===== src/rtl/mem_access_ctrl_pkg.sv =====
// Shared definitions for the load/store initiator: op and FSM encodings,
// RAM control constants, request record and small op-decoding helpers.
package mem_access_ctrl_pkg;

  // RAM control constants
  localparam logic [31:0] ZeroWord     = 32'h0000_0000;
  localparam logic        ChipEnable   = 1'b1;
  localparam logic        ChipDisable  = 1'b0;
  localparam logic        WriteEnable  = 1'b1;
  localparam logic        WriteDisable = 1'b0;

  // Load/store op encodings as presented by the MEM stage
  localparam logic [2:0] MEM_OP_LB  = 3'd0;
  localparam logic [2:0] MEM_OP_LBU = 3'd1;
  localparam logic [2:0] MEM_OP_LH  = 3'd2;
  localparam logic [2:0] MEM_OP_LHU = 3'd3;
  localparam logic [2:0] MEM_OP_LW  = 3'd4;
  localparam logic [2:0] MEM_OP_SB  = 3'd5;
  localparam logic [2:0] MEM_OP_SH  = 3'd6;
  localparam logic [2:0] MEM_OP_SW  = 3'd7;

  // FSM state encodings
  localparam logic [1:0] ST_IDLE   = 2'd0;
  localparam logic [1:0] ST_ACCESS = 2'd1;
  localparam logic [1:0] ST_RESP   = 2'd2;

  typedef enum logic [1:0] {
    SZ_BYTE = 2'd0,
    SZ_HALF = 2'd1,
    SZ_WORD = 2'd2
  } mem_size_e;

  // Request as latched from the MEM stage
  typedef struct packed {
    logic [2:0]  op;
    logic [31:0] addr;
    logic [31:0] wdata;
  } mem_req_t;

  function automatic mem_size_e op_size(input logic [2:0] op);
    case (op)
      MEM_OP_LB, MEM_OP_LBU, MEM_OP_SB: return SZ_BYTE;
      MEM_OP_LH, MEM_OP_LHU, MEM_OP_SH: return SZ_HALF;
      default:                          return SZ_WORD;
    endcase
  endfunction

  function automatic logic op_store(input logic [2:0] op);
    return (op == MEM_OP_SB) || (op == MEM_OP_SH) || (op == MEM_OP_SW);
  endfunction

  function automatic logic op_signed(input logic [2:0] op);
    return (op == MEM_OP_LB) || (op == MEM_OP_LH);
  endfunction

endpackage


===== src/rtl/mem_lane_align.sv =====
// Byte-lane steering for a big-endian 32-bit RAM (byte 0 on bits [31:24]).
// Produces the lane select, replicated store data and the extended load
// value for one op/offset pair. Purely combinational.
module mem_lane_align
  import mem_access_ctrl_pkg::*;
(
  input  logic [2:0]  op,
  input  logic [1:0]  a,
  input  logic [31:0] wdata,
  input  logic [31:0] rword,
  output logic [3:0]  sel,
  output logic [31:0] sdata,
  output logic [31:0] ldata
);

  logic [7:0]  rbyte;
  logic [15:0] rhalf;

  // Pick the addressed byte/halfword out of the RAM word
  always_comb begin
    rbyte = rword[7:0];
    case (a)
      2'd0:    rbyte = rword[31:24];
      2'd1:    rbyte = rword[23:16];
      2'd2:    rbyte = rword[15:8];
      default: rbyte = rword[7:0];
    endcase
    // a[0] is don't-care for halfwords: aligned halves only
    rhalf = a[1] ? rword[15:0] : rword[31:16];
  end

  // Lane select, store replication and load extension by access size
  always_comb begin
    sel   = 4'b0000;
    sdata = ZeroWord;
    ldata = ZeroWord;
    case (op_size(op))
      SZ_BYTE: begin
        sel   = 4'b1000 >> a;
        sdata = {4{wdata[7:0]}};
        ldata = op_signed(op) ? {{24{rbyte[7]}}, rbyte} : {24'h0, rbyte};
      end
      SZ_HALF: begin
        sel   = a[1] ? 4'b0011 : 4'b1100;
        sdata = {2{wdata[15:0]}};
        ldata = op_signed(op) ? {{16{rhalf[15]}}, rhalf} : {16'h0, rhalf};
      end
      default: begin
        sel   = 4'b1111;
        sdata = wdata;
        ldata = rword;
      end
    endcase
    // Stores return nothing on the read path
    if (op_store(op)) ldata = ZeroWord;
  end

endmodule


===== src/rtl/mem_access_ctrl.sv =====
// Load/store initiator between the MEM stage and the byte-banked data RAM.
// Latches one request, holds the RAM port active for ACCESS_LAT cycles,
// then pulses done_o with the extended load result.
// Optional: define ALIGN_CHECK_EN to add misalign_o; misaligned halfword or
// word requests then skip the RAM and complete at once with misalign_o=1.
module mem_access_ctrl
  import mem_access_ctrl_pkg::*;
#(
  parameter int ACCESS_LAT = 1,
  parameter int CNT_W      = 4
) (
  input  logic        clk,
  input  logic        rst,
  input  logic        req_i,
  input  logic [2:0]  op_i,
  input  logic [31:0] addr_i,
  input  logic [31:0] wdata_i,
  output logic        stall_req_o,
  output logic        done_o,
  output logic [31:0] rdata_o,
`ifdef ALIGN_CHECK_EN
  output logic        misalign_o,
`endif
  output logic        mem_ce_o,
  output logic        mem_we_o,
  output logic [3:0]  mem_sel_o,
  output logic [31:0] mem_addr_o,
  output logic [31:0] mem_data_o,
  input  logic [31:0] mem_data_i
);

  localparam logic [CNT_W-1:0] LAT = CNT_W'(ACCESS_LAT);

  logic [1:0]       state;
  logic [CNT_W-1:0] cnt;
  mem_req_t         rq;
  logic [31:0]      rdata_q;
  logic [3:0]       sel;
  logic [31:0]      sdata;
  logic [31:0]      ldata;
  logic             access;

  mem_lane_align u_align (
    .op    (rq.op),
    .a     (rq.addr[1:0]),
    .wdata (rq.wdata),
    .rword (mem_data_i),
    .sel   (sel),
    .sdata (sdata),
    .ldata (ldata)
  );

`ifdef ALIGN_CHECK_EN
  logic mis_in;
  logic mis_q;

  // Flag an incoming halfword on an odd byte or a word off a word boundary
  always_comb begin
    mis_in = 1'b0;
    case (op_size(op_i))
      SZ_HALF: mis_in = addr_i[0];
      SZ_WORD: mis_in = (addr_i[1:0] != 2'b00);
      default: mis_in = 1'b0;
    endcase
  end

  assign misalign_o = (state == ST_RESP) && mis_q;
`endif

  // Request FSM: latch in IDLE, run the RAM port in ACCESS, report in RESP
  always_ff @(posedge clk) begin
    if (rst) begin
      state   <= ST_IDLE;
      cnt     <= '0;
      rq      <= '0;
      rdata_q <= ZeroWord;
`ifdef ALIGN_CHECK_EN
      mis_q   <= 1'b0;
`endif
    end else begin
      case (state)
        ST_IDLE: begin
          if (req_i) begin
            rq      <= '{op: op_i, addr: addr_i, wdata: wdata_i};
            rdata_q <= ZeroWord;
`ifdef ALIGN_CHECK_EN
            mis_q   <= mis_in;
            if (mis_in) begin
              state <= ST_RESP;
            end else begin
              state <= ST_ACCESS;
              cnt   <= CNT_W'(1);
            end
`else
            state   <= ST_ACCESS;
            cnt     <= CNT_W'(1);
`endif
          end
        end
        ST_ACCESS: begin
          if (cnt == LAT) begin
            rdata_q <= ldata;
            cnt     <= '0;
            state   <= ST_RESP;
          end else begin
            cnt <= cnt + 1'b1;
          end
        end
        // A request still held here is the one just completed; ignore it
        ST_RESP:  state <= ST_IDLE;
        default:  state <= ST_IDLE;
      endcase
    end
  end

  assign access      = (state == ST_ACCESS);
  assign stall_req_o = (state == ST_IDLE) ? req_i : access;
  assign done_o      = (state == ST_RESP);
  assign rdata_o     = done_o ? rdata_q : ZeroWord;

  assign mem_ce_o   = access ? ChipEnable : ChipDisable;
  assign mem_we_o   = (access && op_store(rq.op)) ? WriteEnable : WriteDisable;
  assign mem_sel_o  = access ? sel : 4'b0000;
  assign mem_addr_o = access ? {rq.addr[31:2], 2'b00} : ZeroWord;
  assign mem_data_o = access ? sdata : ZeroWord;

endmodule

===== config.mk =====
export PLATFORM = sky130hd
export DESIGN_NAME = mem_access_ctrl
export DESIGN_NICKNAME = d
export VERILOG_FILES = /design/src/rtl/mem_access_ctrl_pkg.sv /design/src/rtl/mem_lane_align.sv /design/src/rtl/mem_access_ctrl.sv
export SDC_FILE = /design/constraint.sdc
export NUM_CORES = 1
export LEC_CHECK = 0
export ABC_AREA = 0
export CAP_MARGIN = 20
export CORE_MARGIN = 4
export CORE_UTILIZATION = 45
export CTS_CLUSTER_DIAMETER = 200
export DETAILED_ROUTE_END_ITERATION = 10
export GPL_ROUTABILITY_DRIVEN = 0
export GPL_TIMING_DRIVEN = 1
export PLACE_DENSITY_LB_ADDON = 0.25
export SLEW_MARGIN = 20
export SYNTH_ARGS = -nofsm -noshare
export SYNTH_HDL_FRONTEND = slang
export SYNTH_HIERARCHICAL = 1
export SYNTH_SLANG_ARGS = --single-unit

===== constraint.sdc =====
create_clock -name clk -period 3.7 [get_ports clk]
set_input_delay 0.37 -clock clk [delete_from_list [all_inputs] [get_ports clk]]
set_output_delay 0.37 -clock clk [all_outputs]
set_load 0.03 [all_outputs]

* Word-level counts from Yosys, hierarchy flattened
Cells that the tools add are included.
** Operators by class
- Add/subtract/negate cells :: 1
- $mul :: 0
- Divide/modulo/power cells :: 0
- $lt $le $gt $ge :: 0
- Equality and inequality tests :: 14
- Shift operators :: 1
- Multiplexer cells :: 26
- Bitwise logic cells :: 0
- Reductions and logical operators :: 15
** Operators with widths (number)
- $mux 32 :: 8
- $pmux 32 s2 :: 3
- $pmux 8 s3 :: 1
- $mux 16 :: 1
- $mux 4 :: 4
- $pmux 4 s2 :: 2
- $eq 3x3->1 const B :: 3
- $pmux 2 s2 :: 2
- $eq 2x1->1 const B :: 3
- $eq 3x2->1 const B :: 2
- $logic_not 2->1 :: 3
- $reduce_and 2->1 :: 3
- $reduce_or 3->1 :: 2
- $add 4x1->4 const B :: 1
- $eq 2x2->1 const B :: 2
- $eq 4x1->1 const B :: 1
- $mux 2 :: 2
- $shr 4x2->4 const A :: 1
- $eq 3x1->1 const B :: 1
- $logic_not 3->1 :: 1
- $logic_or 1x1->1 :: 3
- $mux 1 :: 3
- $reduce_and 3->1 :: 1
- $ne 2x1->1 const B :: 1
- 3 further kinds :: 3
** Word-level totals
- Register bits after elaboration :: 105
- Latch bits :: 0
- Memory bits (writable) :: 0
- Memory bits (read-only) :: 0
- Bits of input ports :: 102
- Output and inout port bits :: 104
- Memories kept :: 0

* Longest topological paths before layout
- Depth after elaboration :: 8
- Gate-level depth with buffers :: 7
- Gate-level depth less buffers :: 5

* Modules after synthesis
Netlist, hierarchy kept.
** Modules (own cells, without submodules)
- mem_access_ctrl :: instances 1, cells each 509, area an instance 4315.4 um2, seq. area each 2102.0 um2
- mem_lane_align :: instances 1, cells each 229, area an instance 1550.2 um2, seq. area each 0.0 um2

* Worst setup path after synthesis
OpenSTA, ideal clock, no wires.
- Path type :: flip-flop to output port
- From :: register rq[65] (netlist bit)
- To :: output mem_data_o[27]
- Data arrival time :: 1518 ps
- Required time :: 3330 ps
- Setup slack :: 1812 ps
- Stages on the path, launching flop included :: 7
- Buffers on the path :: 2
- Cells stage by stage :: dfxtp_1 buf_2 clkbuf_1 or3b_2 a21oi_1 a211oi_1 and2_1
** Between the ends
- Longest elaborated chain between the ends :: 6
- Elaborated cells between the ends (all ways) :: 13
- Classes of those cells :: eq/ne (6); mux (3); reduce/logical (4)
** RTL lines
- start: declaration :: line mem_access_ctrl.sv:36 : mem_req_t rq;
- start signal: assignment :: line mem_access_ctrl.sv:84 : rq <= '{op: op_i, addr: addr_i, wdata: wdata_i};
- $eq 3x3->1, or another cell as far along :: line mem_access_ctrl_pkg.sv:41 : case (op)
- $reduce_or 3->1 :: line mem_access_ctrl_pkg.sv:41
- $pmux 2 s2 * :: line mem_access_ctrl_pkg.sv:41
- $eq 2x1->1 / $logic_not 2->1 (equally long branches) :: line mem_lane_align.sv:37 : case (op_size(op))
- $pmux 32 s2 * :: line mem_lane_align.sv:37
- named net sdata[27] :: line mem_access_ctrl.sv:39 : logic [31:0] sdata;
- $mux 32 * :: line mem_access_ctrl.sv:125 : assign mem_data_o = access ? sdata : ZeroWord;
- end: declaration :: line mem_access_ctrl.sv:28 : output logic [31:0] mem_data_o,
Mark *: on every way through the listed nets, which the timed path passes. The rest lies on a longest branch.

* Final worst setup path
- From :: register rq[64] (netlist bit)
- To :: output mem_data_o[11]
Same word-level chain as after synthesis.

==> results.cfg <==
[cells_and_area]
nNetsFinal = 993
nFillCells = 1124
area_delta_synth_final_pct = 37.7
final_cells = 1066
final_cell_area_um2 = 8080
drive_gt1_share_pct = 9.85

[clocking]
htreeDepth = 3
tritoncts = built
numCtsBuffers = 9
ctsHoldBuffers = 0
post_cts_buffers = 0
cts_buffer_depth = 2
cts-root-buf = clkbuf_16
cts.reportedPaths.clkPinSlew_ns = 0.07
clk_latency_ns = 0.34
ctsResizeCount = 0
clock-sinks = 105

[placement]
dpl-instance-area_um2 = 7780
dp_cells = 1049
dpl.hpwl_mm = 12.6
port_buffers = 203

[synthesis]
synth_most_common_cell = nand2_1
synth_area_leader_cell = dfxtp_1
syn_area_um2 = 5870
synth.area.top_cells = dfxtp_1 (36%), and2_1 (11%), nand2_1 (10%), a21oi_1 (7.3%), mux2_2 (5.0%)
synth.distinct_cells = 55
syn_area_per_cell_um2 = 7.95
yosysTopAreaCellShare_pct = 35.8
ys.flop_type = dfxtp_1
ys_seq_area_share_pct = 35.8
netlist_instances = 738
synth_commonest_cells = nand2_1 (162), dfxtp_1 (105), and2_1 (99)
yosys_register_bits = 105
synth_edf_count = 0
synth_warnings = 6
synth-async-reset-ratio_pct = 0

[timing]
slew_headroom_pct = 40.5
maxSlewViolCount = 0
skew_ns = 0.00817
hold_viol = 0
tightest_slew_ns = 0.892
finalCriticalPeriod_ns = 3.28
rsz0062_at_grt = no
setup_viol = 0
timing.final.crit_share_pct = 88.8
fmax_mhz = 304
fin_tns_setup_ns = 0

[route]
wl_per_cell_um = 16.8
wl_mm = 17.9
routed_via_density = 5.50
ant_nets = 0
drtPass1Iterations = 6
drcViolationCount = 0
num_vias = 5862
dr.first_iter.drc_count = 603

[grt]
grt_max_degree = 77
grt_pass1_wl_mm = 28.6
grt_pass1_vias = 5730
antenna_found_initial = 1
gr-total-overflow = 0
grt_usage_pct = 23.9

[floorplanning]
die_w_um = 122
coreArea_um2 = 12700
ios = 206
row_count = 41
dieArea_um2 = 14900
initial_core_util_pct = 46.3
die_h_um = 122

[critical_path]
slowest_delay_ns = 0.73
critical_path_class = flop to primary output
cp.required_ns = 3.33
path_max_fanout = 20
cp-start-kind = flop
cp_cell_sequence = inv_1 -> a21oi_2 -> mux2_2 -> and2_1 -> clkdlybuf4s50_1
crit_path_top_delay_cell = dfxtp_1
endpoint_kind = primary output
arrival_ns = 2.91

[run_status]
status = finished, final reports clean

[hold_path]
holdCritPathClass = input port to flop

[flow_run]
cap_violations = 0

[power]
p_leak_uw = 0.00305
vdd_drop_max_mv = 0.182
power_density_nw_per_um2 = 354
[final timing paths]
check              start        endpoint  slack, ns  cells after the start
setup / recovery  rq[64]  mem_data_o[11]       0.42                      5
hold / removal       rst        state[1]       0.43                      3
setup reg to reg  rq[65]     rdata_q[29]       0.99                      5
hold reg to reg   rq[46]          rq[46]       0.45                      2
[sequential cells by signal, summed over array words and instances, names as in the netlist]
register  count
cnt           4
rdata_q      32
rq           67
state         2
[layout make-up]
class / count / area (um2) / area share, %
inverter: 7 / 26.3 / 0.325
antenna: 1 / 2.50 / 0.0310
clock inverter: 5 / 33.8 / 0.418
clock buffer: 10 / 229 / 2.83
timing repair buffer: 213 / 2120 / 26.3
multi-input combinational: 553 / 3340 / 41.4
tap: 172 / 215 / 2.66
sequential: 105 / 2100 / 26.1
[layout by cell type (no fill, tap or decap), types with 7 or more instances in the layout]
cell type and instances:
clkdlybuf4s50_1 202, clkbuf_16 9, or3b_2 9, o211ai_1 11, or2_2 9, nand2_1 162, mux2_2 26, a32oi_1 7
nand3b_1 8, dfxtp_1 103, nand2b_1 9, buf_4 9, a211oi_1 8, a22o_1 30, a21oi_1 86, nand3_1 26
a221o_1 8, and2_1 99
[routing by layer]
metal | track usage [%] | routed length (um) | vias up
li1 | - | - | 2820
met1 | 29.2 | 7430 | 2732
met2 | 39.2 | 8410 | 275
met3 | 6.78 | 1620 | 35
met4 | 10.4 | 471 | 0
met5 | 0 | 0 | -
[power by group]
group	switching (uW)	internal, uW
clock	416	452
sequential	62.1	1200
combinational	397	334
[cell families (layout without fill, tap and decap cells)]
logic type	count (synthesis)	count (layout)	synth area share [%]
adder cells (fa/ha/maj)	2	2	0.427
multiplexers	28	28	5.55
flip-flops	105	105	35.8
buffers and inverters	81	235	7.32
other	1	3	0.0639
AO/OA/AOI/OAI	176	176	20.1
AND/OR/NAND/NOR	345	345	30.7
[per-stage QoR]
| stage | setup WS, ns | hold WS (ns) | util, % | power (uW) |
|---|---|---|---|---|
| after floorplan | 1.81 | 0.432 | - | 1750 |
| after global placement | 0.880 | 0.437 | 61.4 | 1990 |
| after detailed placement | 0.786 | 0.445 | 61.4 | 2010 |
| after CTS | 0.400 | 0.455 | 63.5 | 2870 |
| after global routing | 0.289 | 0.449 | 63.8 | 2990 |
| final | 0.415 | 0.430 | 63.8 | 2860 |
[worst max-delay path, delay by kind of cell, from the launching register on]
kind,cells,cell delay [ns]
compound gates,1,0.53
mux,1,0.40
buf+inv,2,0.78
simple gates,1,0.14
flops,1,0.73
No activity file was read; power rests on OpenSTA's default activity.
==> variant: new RTL, same flow settings <==
The parameter `CNT_W` goes from 4 to 3.
--- a/src/rtl/mem_access_ctrl.sv
+++ b/src/rtl/mem_access_ctrl.sv
@@ -7,7 +7,7 @@
   import mem_access_ctrl_pkg::*;
 #(
   parameter int ACCESS_LAT = 1,
-  parameter int CNT_W      = 4
+  parameter int CNT_W      = 3
 ) (
   input  logic        clk,
   input  logic        rst,
Formal check against the unedited RTL: no difference found for any inputs over 4 cycles, from zero or initial values and one cycle with rst high; that may be too few to reach the edited logic, so the function may still have changed.
==> variant against the unedited design <==
Non-clock buffer count increased by 1; worst hold slack improved by 21 ps; final area about the same; synthesized area shrank 1.6%; power increased by 3.7%; sequential cell count shrank 1; wire length is 2.1% lower; utilization up 0.51 points; critical path depth is the same; via count down 0.65%; setup slack improved by 130 ps; largest cell class unchanged.
==> variant: results (changes against the unedited design) <==
## Outcome
• result of the run: complete, no violations, unchanged

## Place
• detailed placer's ending HPWL: 12400 um, was 12600 um
• worst slack at placement: 943 ps, was 786 ps
• number of placed instances with taps included: 1046, was 1049

## Route
• aggregate routed wire length: 17500 um, was 17900 um
• first-pass iteration count of the detailed router: 5, was 6
• amount of wire on met3 after detailed routing: 1650 um, was 1620 um
• number of vias per cell after detailed routing: 5.48, was 5.50
• drt first-iter violations: 710, was 603
• wire length on met1: 7330 um, was 7430 um
• met2 routed wirelength: 8160 um, was 8410 um
• wire length per cell after detailed routing: 16.5 um, was 16.8 um

## Final layout
• fillcell total: 1097, was 1124
• largest registers: rq: 67 flops, rdata_q: 32 flops, cnt: 3 flops, was rq: 67 flops, rdata_q: 32 flops, cnt: 4 flops
• fraction of final layout cells sized beyond drive strength 1: 9.88%, was 9.85%
• layout net count: 988, was 993
• diode insertion count for antenna repair: 0, was 1

## Critical path
• max incr delay on CP: 710 ps, was 730 ps
• largest fanout on the critical path: 30, was 20
• Crit path arrival time: 2780 ps, was 2910 ps
• Critical R2R Launch: rq[65]$_SDFFE_PP0P_, unchanged
• slowest stage cell, crit path: nor3b_2, was dfxtp_1

## Synthesis
• synth unique cells: 50, was 55
• top cells by count, synth: nand2_1, dfxtp_1, and2_1, unchanged
• syn_area_per_cell: 7.87 um^2, was 7.95 um^2
• fraction of the mapped netlist area in compound gates: 19.9%, was 20.1%
• cells taking the most area after synthesis: dfxtp_1, and2_1, nand2_1, a21oi_1, mux2_2, unchanged
• mux share of post-synthesis cell area: 5.64%, was 5.55%
• sequential element share of the synthesized area: 36.1%, was 35.8%

## Global route
• vias in the first global route: 5519, was 5730
• met1 usage: 29.1%, was 29.2%
• first-pass GRT wire length: 27400 um, was 28600 um
• Global Route met2 Usage: 37.7%, was 39.2%
• met3 routing resource usage after global routing: 6.01%, was 6.78%
• largest net degree at the start of global routing: 73, was 77
• global routing usage summed across all routing layers: 22.8%, was 23.9%
• number of antenna violations at the first check in global routing: 0, was 1

## Hold path
• kind of path behind the tightest hold check: reg -> reg, was in -> reg
• beginning of the worst hold path: rq[52]$_SDFFE_PP0P_, was rst

## Power and ir drop
• worst vdd ir: 0.000296 V, was 0.000182 V
• leakage power: 3.05 nW, about the same
• cell area power density: 367 nW/um^2, was 354 nW/um^2

## Clock tree
• clk_lat worst skew: 340 ps, about the same
• CTS Buffer Depth: 2, unchanged

## Timing
• final setup skew: 5.95 ps, was 8.17 ps
• Worst Tran Pin Value: 906 ps, was 892 ps

-- variant: final timing paths --
| check | cells past startpoint | slack, ps | endpoint |
|---|---|---|---|
| max | 5 | 550 | mem_sel_o[1] |
| min | 2 | 450 | rq[52]$_SDFFE_PP0P_ |
| min reg2reg | 2 | 450 | rq[52]$_SDFFE_PP0P_ |
| max reg2reg | 5 | 880 | rdata_q[31]$_SDFFE_PP0P_ |
-- variant: where the power goes --
group          switching, mW  total, mW  internal [mW]
logic                  0.361      0.674          0.313
registers             0.0605       1.24           1.18
clock network          0.431       1.05          0.616
total                  0.852       2.96           2.11
-- variant: cell type report --
| type | count | area share [%] |
|---|---|---|
| clock buffers | 10 | 2.96 |
| repair buffers | 214 | 26.2 |
| clock inverters | 6 | 1.12 |
| well taps | 172 | 2.66 |
| flip-flops and latches | 104 | 25.8 |
| multi-input cells | 553 | 41.1 |
| inverters | 4 | 0.186 |
